`src/rtl/elastic_pipeline.sv`:
```
// elastic_pipeline: DEPTH cascaded valid/ready stages, either 2-entry skid buffers
// with registered ready or 1-entry pass-through registers, with an occupancy count.
module elastic_pipeline #(
  parameter int DATA_WIDTH = 32,
  parameter int DEPTH = 2,
  parameter int REG_READY = 1,
  localparam int CAP = DEPTH * ((REG_READY != 0) ? 2 : 1),
  localparam int OCC_W = $clog2(CAP + 1)
) (
  input  logic                  clk,
  input  logic                  rst,
  input  logic                  flush,
  input  logic                  in_valid,
  output logic                  in_ready,
  input  logic [DATA_WIDTH-1:0] in_data,
  output logic                  out_valid,
  input  logic                  out_ready,
  output logic [DATA_WIDTH-1:0] out_data,
  output logic [OCC_W-1:0]      occupancy
);
  logic                  v [DEPTH+1];
  logic                  r [DEPTH+1];
  logic [DATA_WIDTH-1:0] d [DEPTH+1];
  assign v[0] = in_valid & ~flush;
  assign d[0] = in_data;
  assign r[DEPTH] = out_ready & ~flush;
  assign in_ready = r[0] & ~flush;
  assign out_valid = v[DEPTH] & ~flush;
  assign out_data = d[DEPTH];
  for (genvar k = 0; k < DEPTH; k++) begin : g_stage
    if (REG_READY != 0) begin : g_skid
      logic                  mv, sv;
      logic [DATA_WIDTH-1:0] md, sd;
      assign r[k] = ~sv;
      assign v[k+1] = mv;
      assign d[k+1] = md;
      // Main entry refills from skid before taking new input, keeping order.
      always_ff @(posedge clk)
        if (rst) begin
          mv <= 1'b0;
          sv <= 1'b0;
          md <= '0;
          sd <= '0;
        end else if (flush) begin
          mv <= 1'b0;
          sv <= 1'b0;
        end else if (!mv || r[k+1]) begin
          mv <= sv | v[k];
          sv <= 1'b0;
          if (sv) md <= sd;
          else if (v[k]) md <= d[k];
        end else if (v[k] && !sv) begin
          sv <= 1'b1;
          sd <= d[k];
        end
    end else begin : g_pass
      logic                  rv;
      logic [DATA_WIDTH-1:0] rd;
      assign r[k] = ~rv | r[k+1];
      assign v[k+1] = rv;
      assign d[k+1] = rd;
      always_ff @(posedge clk)
        if (rst) begin
          rv <= 1'b0;
          rd <= '0;
        end else if (flush) rv <= 1'b0;
        else if (r[k]) begin
          rv <= v[k];
          if (v[k]) rd <= d[k];
        end
    end
  end
  always_ff @(posedge clk)
    occupancy <= (rst || flush) ? '0
               : occupancy + OCC_W'(in_valid && in_ready) - OCC_W'(out_valid && out_ready);
endmodule

```
`config.mk`:
```
export PLATFORM = sky130hd
export DESIGN_NAME = elastic_pipeline
export DESIGN_NICKNAME = d
export VERILOG_FILES = /design/src/rtl/elastic_pipeline.sv
export SDC_FILE = /design/constraint.sdc
export NUM_CORES = 1
export LEC_CHECK = 0
export ABC_AREA = 1
export ABC_CLOCK_PERIOD_IN_PS = 5500
export CAP_MARGIN = 20
export CORE_ASPECT_RATIO = 0.7
export CORE_MARGIN = 10
export CORE_UTILIZATION = 35
export CTS_BUF_LIST = sky130_fd_sc_hd__clkbuf_4
export CTS_CLUSTER_DIAMETER = 50
export DETAILED_ROUTE_END_ITERATION = 10
export PLACE_DENSITY_LB_ADDON = 0.25
export SYNTH_ARGS = -nofsm -noshare
export SYNTH_HDL_FRONTEND = slang
export SYNTH_SLANG_ARGS = --single-unit
```
`constraint.sdc`:
```
create_clock -name clk -period 5.5 [get_ports clk]
set_clock_uncertainty 0.1 [all_clocks]
set_input_delay 1.375 -clock clk [delete_from_list [all_inputs] [get_ports clk]]
set_output_delay 1.375 -clock clk [all_outputs]
set_load 0.01 [all_outputs]
```
== Word-level counts from Yosys, hierarchy flattened ==
Index checks and enable logic that the tools add are counted.

* Multiplexer cells: 4
* Reduce and logical (&&, ||, !) cells: 20
* Bitwise operators: 11
* Add/subtract/negate cells: 2

{| class="wikitable"
|+ Operator list
! operator !! number
|-
| two-way mux 32 bit || 4
|-
| AND reduction 3 bit || 4
|-
| OR reduction 3 bit || 2
|-
| inverter 1 bit || 5
|-
| AND 1 bit || 4
|-
| logical AND 1 bit || 4
|-
| logical NOT 1 bit || 4
|-
| nonzero test 2 bit || 2
|-
| adder 3 x 1 -> 3 bit || 1
|-
| logical OR 1 bit || 3
|-
| subtractor 3 x 1 -> 3 bit || 1
|-
| bitwise OR 1 bit || 2
|-
| OR reduction 2 bit || 1
|}

* Logic and storage cells: 46
* Bits of input ports: 37
* Output and inout port bits: 37
* Bits in registers: 135

== Depth between registers and ports, before layout ==
* Depth in word-level cells: 5
* Depth in mapped cells: 11
* Gate-level depth less buffers: 11

== Least setup slack after synthesis ==
OpenSTA, ideal clock, no wires.

* Path type: input to output
* Start point: in flush
* End point: out in_ready
* Arrival: 1.591 ns
* Cell stages on the path: 1
* Path slack: 2.434 ns
* Required time: 4.025 ns
* Buffers on the path: 0
* Cell sequence: nor2_1

* Longest elaborated chain between the ends: 2

{| class="wikitable"
|+ Ends and longest elaborated chain
! item !! RTL line !! text
|-
| start: declaration || 12 || <nowiki>input logic flush,</nowiki>
|-
| inverter 1 bit (no source line) || n/a ||
|-
| AND 1 bit || 27 || <nowiki>assign in_ready = r[0] & ~flush;</nowiki>
|-
| end: declaration || 14 || <nowiki>output logic in_ready,</nowiki>
|}

Every way passes these cells.

== Final worst setup path ==
Ends and elaborated chain as after synthesis.

==> qor.yml <==
antenna_found_initial: 0
p_comb_share_pct: 8.3
ys_types: 20
port_buffers: 73
swShare_pct: 25.2
clkPwrFrac_pct: 36.9
synth_top_area_share_pct: 44.4
clk_latency_ps: 510
status: "completed"
drive_gt1_share_pct: 4.56
cp.arrival_ps: 2700
drt_iter0_markers: 512
antennaDiodeCount: 0
finalSetupTns_ps: 0
via_count: 5253
area_delta_synth_final_pct: 18.9
cts_setup_buffers: 0
hp-class: "register to register"
ir_drop_uv: 106
wirelength_um: 14300
syn_avg_cell_area_um2: 6.26
synth-seq-area-share_pct: 44.4
final_hold_viol_count: 0
finalWeightedCongestion: 0.743
syn-num-nets: 1013
yosysMostFrequentCell: "nand2_1"
fillers: 1878
place_ws_ps: 1320
clock-sinks: 135
drv_cap: 0
cp.required_ps: 4030
post-route-min-period_ps: 4170
p_leak_nw: 3.55
dieArea_um2: 23200
netlist_area_um2: 6090
cp-start-kind: "input pin"
power_frac_seq_pct: 54.8
dp_cells: 1228
cts-buffers-inserted: 17
utilization_pct: 42.3
coreArea_um2: 17100
viasPerCell: 4.17
cts_resized: 0
p_int_w: 0.00137
tightestPinTransition_ps: 862
start_util_pct: 35.6
rows: 40
grtUsageTotal_pct: 12.8
grt_max_degree: 70
dr.pass1.iters: 5
end_kind: "output pin"
cp_max_fo: 7
power_density_nw_per_um2: 252
yosys.area.top_type: "dfxtp_1"
drc: 0
synth-main-ff-cell: "dfxtp_1"
fin_crit_sh_pct: 75.9
synth_edf_count: 0
hpwlAfterDp_um: 9460
ant_nets: 0
hold_buffers: 0
ys_seq_elements: 135
synth_top_cells_by_count: "nand2_1 (297), nor2_1 (266), dfxtp_1 (135)"
rsz0062_at_grt: "false"
layout.cells.non_filler: 1261
setup_viol: 0
netSwitchingPower_w: 0.000460
yosys_warnings: 0
synth-async-reset-ratio_pct: 0
clk_pin_slew_ps: 100
netlist_instances: 973
worstSetupPathType: "input pin to output pin"
h-tree-depth: 4
ioPinCount: 74
first_global_vias: 4643
max-clock-path-buffers: 2
grt-ovfl-total: 0
synth.area.top_cells: "dfxtp_1 (44%), nand2_1 (18%), nor2_1 (16%)"
tritoncts: "yes"
die_x_um: 178
worst_slack_ps: 1330
post_drt_wl_per_cell_um: 11.4
nets: 1057
root_buffer: "clkbuf_4"
fp.dieH_um: 130
slew_headroom_pct: 42.5
drv_slew: 0
grt_pass1_wl_um: 24000
fmax_mhz: 240
area by class of cell:
type                            instances  area [um2]  area share (%)
Clock buffer                           17         128            1.76
Clock inverter                         15         161            2.23
Inverter                              107         403            5.56
Multi-Input combinational cell        675        2730            37.7
Sequential cell                       135        2700            37.3
Tap cell                              231         289            3.99
Timing Repair Buffer                   81         828            11.4
cells by family (layout without fill, tap and decap cells):
family | after synthesis | count (layout) | share of synthesized area [%]
buffers and inverters | 163 | 220 | 11.0
adders and majority gates | 3 | 3 | 0.739
xor gates and xnor gates | 2 | 2 | 0.288
DFF | 135 | 135 | 44.4
AOI/OAI and AO/OA | 69 | 69 | 5.67
and+or+nand+nor | 601 | 601 | 38.0
sequential cells by signal, indices dropped and copies added (netlist names):
register and cells:
g_stage.g_skid.sv 2, out_data 32, occupancy 3, g_stage.g_skid.md 32, g_stage.g_skid.mv 2, g_stage.g_skid.sd 64
cells in the final DEF (no fill, tap or decap), types with 3 or more instances in the layout:
master | Yosys | routed
a21oi_1 | 3 | 3
buf_12 | 0 | 3
buf_4 | 0 | 5
bufinv_16 | 0 | 3
clkbuf_4 | 0 | 17
clkdlybuf4s50_1 | 0 | 73
clkinv_2 | 0 | 6
clkinvlp_4 | 0 | 4
dfxtp_1 | 135 | 134
inv_1 | 105 | 104
nand2_1 | 297 | 297
nand3_1 | 32 | 32
nor2_1 | 266 | 265
o21ai_0 | 66 | 66
power by group through the flow:
stage | Clock [W] | Combinational (W) | Sequential [W]
after global placement | 0 | 0.000152 | 0.00102
after CTS | 0.000699 | 0.000153 | 0.00100
after global routing | 0.000743 | 0.000175 | 0.00100
after floorplan | 0 | 0.0000798 | 0.00103
after detailed placement | 0 | 0.000152 | 0.00102
final | 0.000674 | 0.000152 | 0.00100
worst paths after layout:
kind	start	slack (ps)	cells after the start	to
max	flush	1330	3	in_ready
min reg2reg	g_stage[1].g_skid.sd[1]	390	2	g_stage[1].g_skid.sd[1]
max reg2reg	g_stage[0].g_skid.sv	3320	7	g_stage[0].g_skid.md[22]
min	g_stage[1].g_skid.sd[1]	390	2	g_stage[1].g_skid.sd[1]
metal layers:
layer	GRT usage [%]	wire length (um)
met1	20.9	8630
met2	14.8	4790
met3	3.99	834
met4	3.08	89
met5	0	0
critical path, stage by stage:
cell and delay, ps:
clkdlybuf4s50_1 530, nor2_1 210, clkdlybuf4s50_1 570
per-stage QoR:
step,power (W),hold slack (ps),area [um2]
3_5_place_dp,0.00118,371,6930
6_report,0.00183,391,7240
3_3_place_gp,0.00118,362,6910
2_1_floorplan,0.00111,354,6090
4_1_cts,0.00185,391,7220
5_1_grt,0.00192,408,7240
No activity file was read; power rests on OpenSTA's default activity.
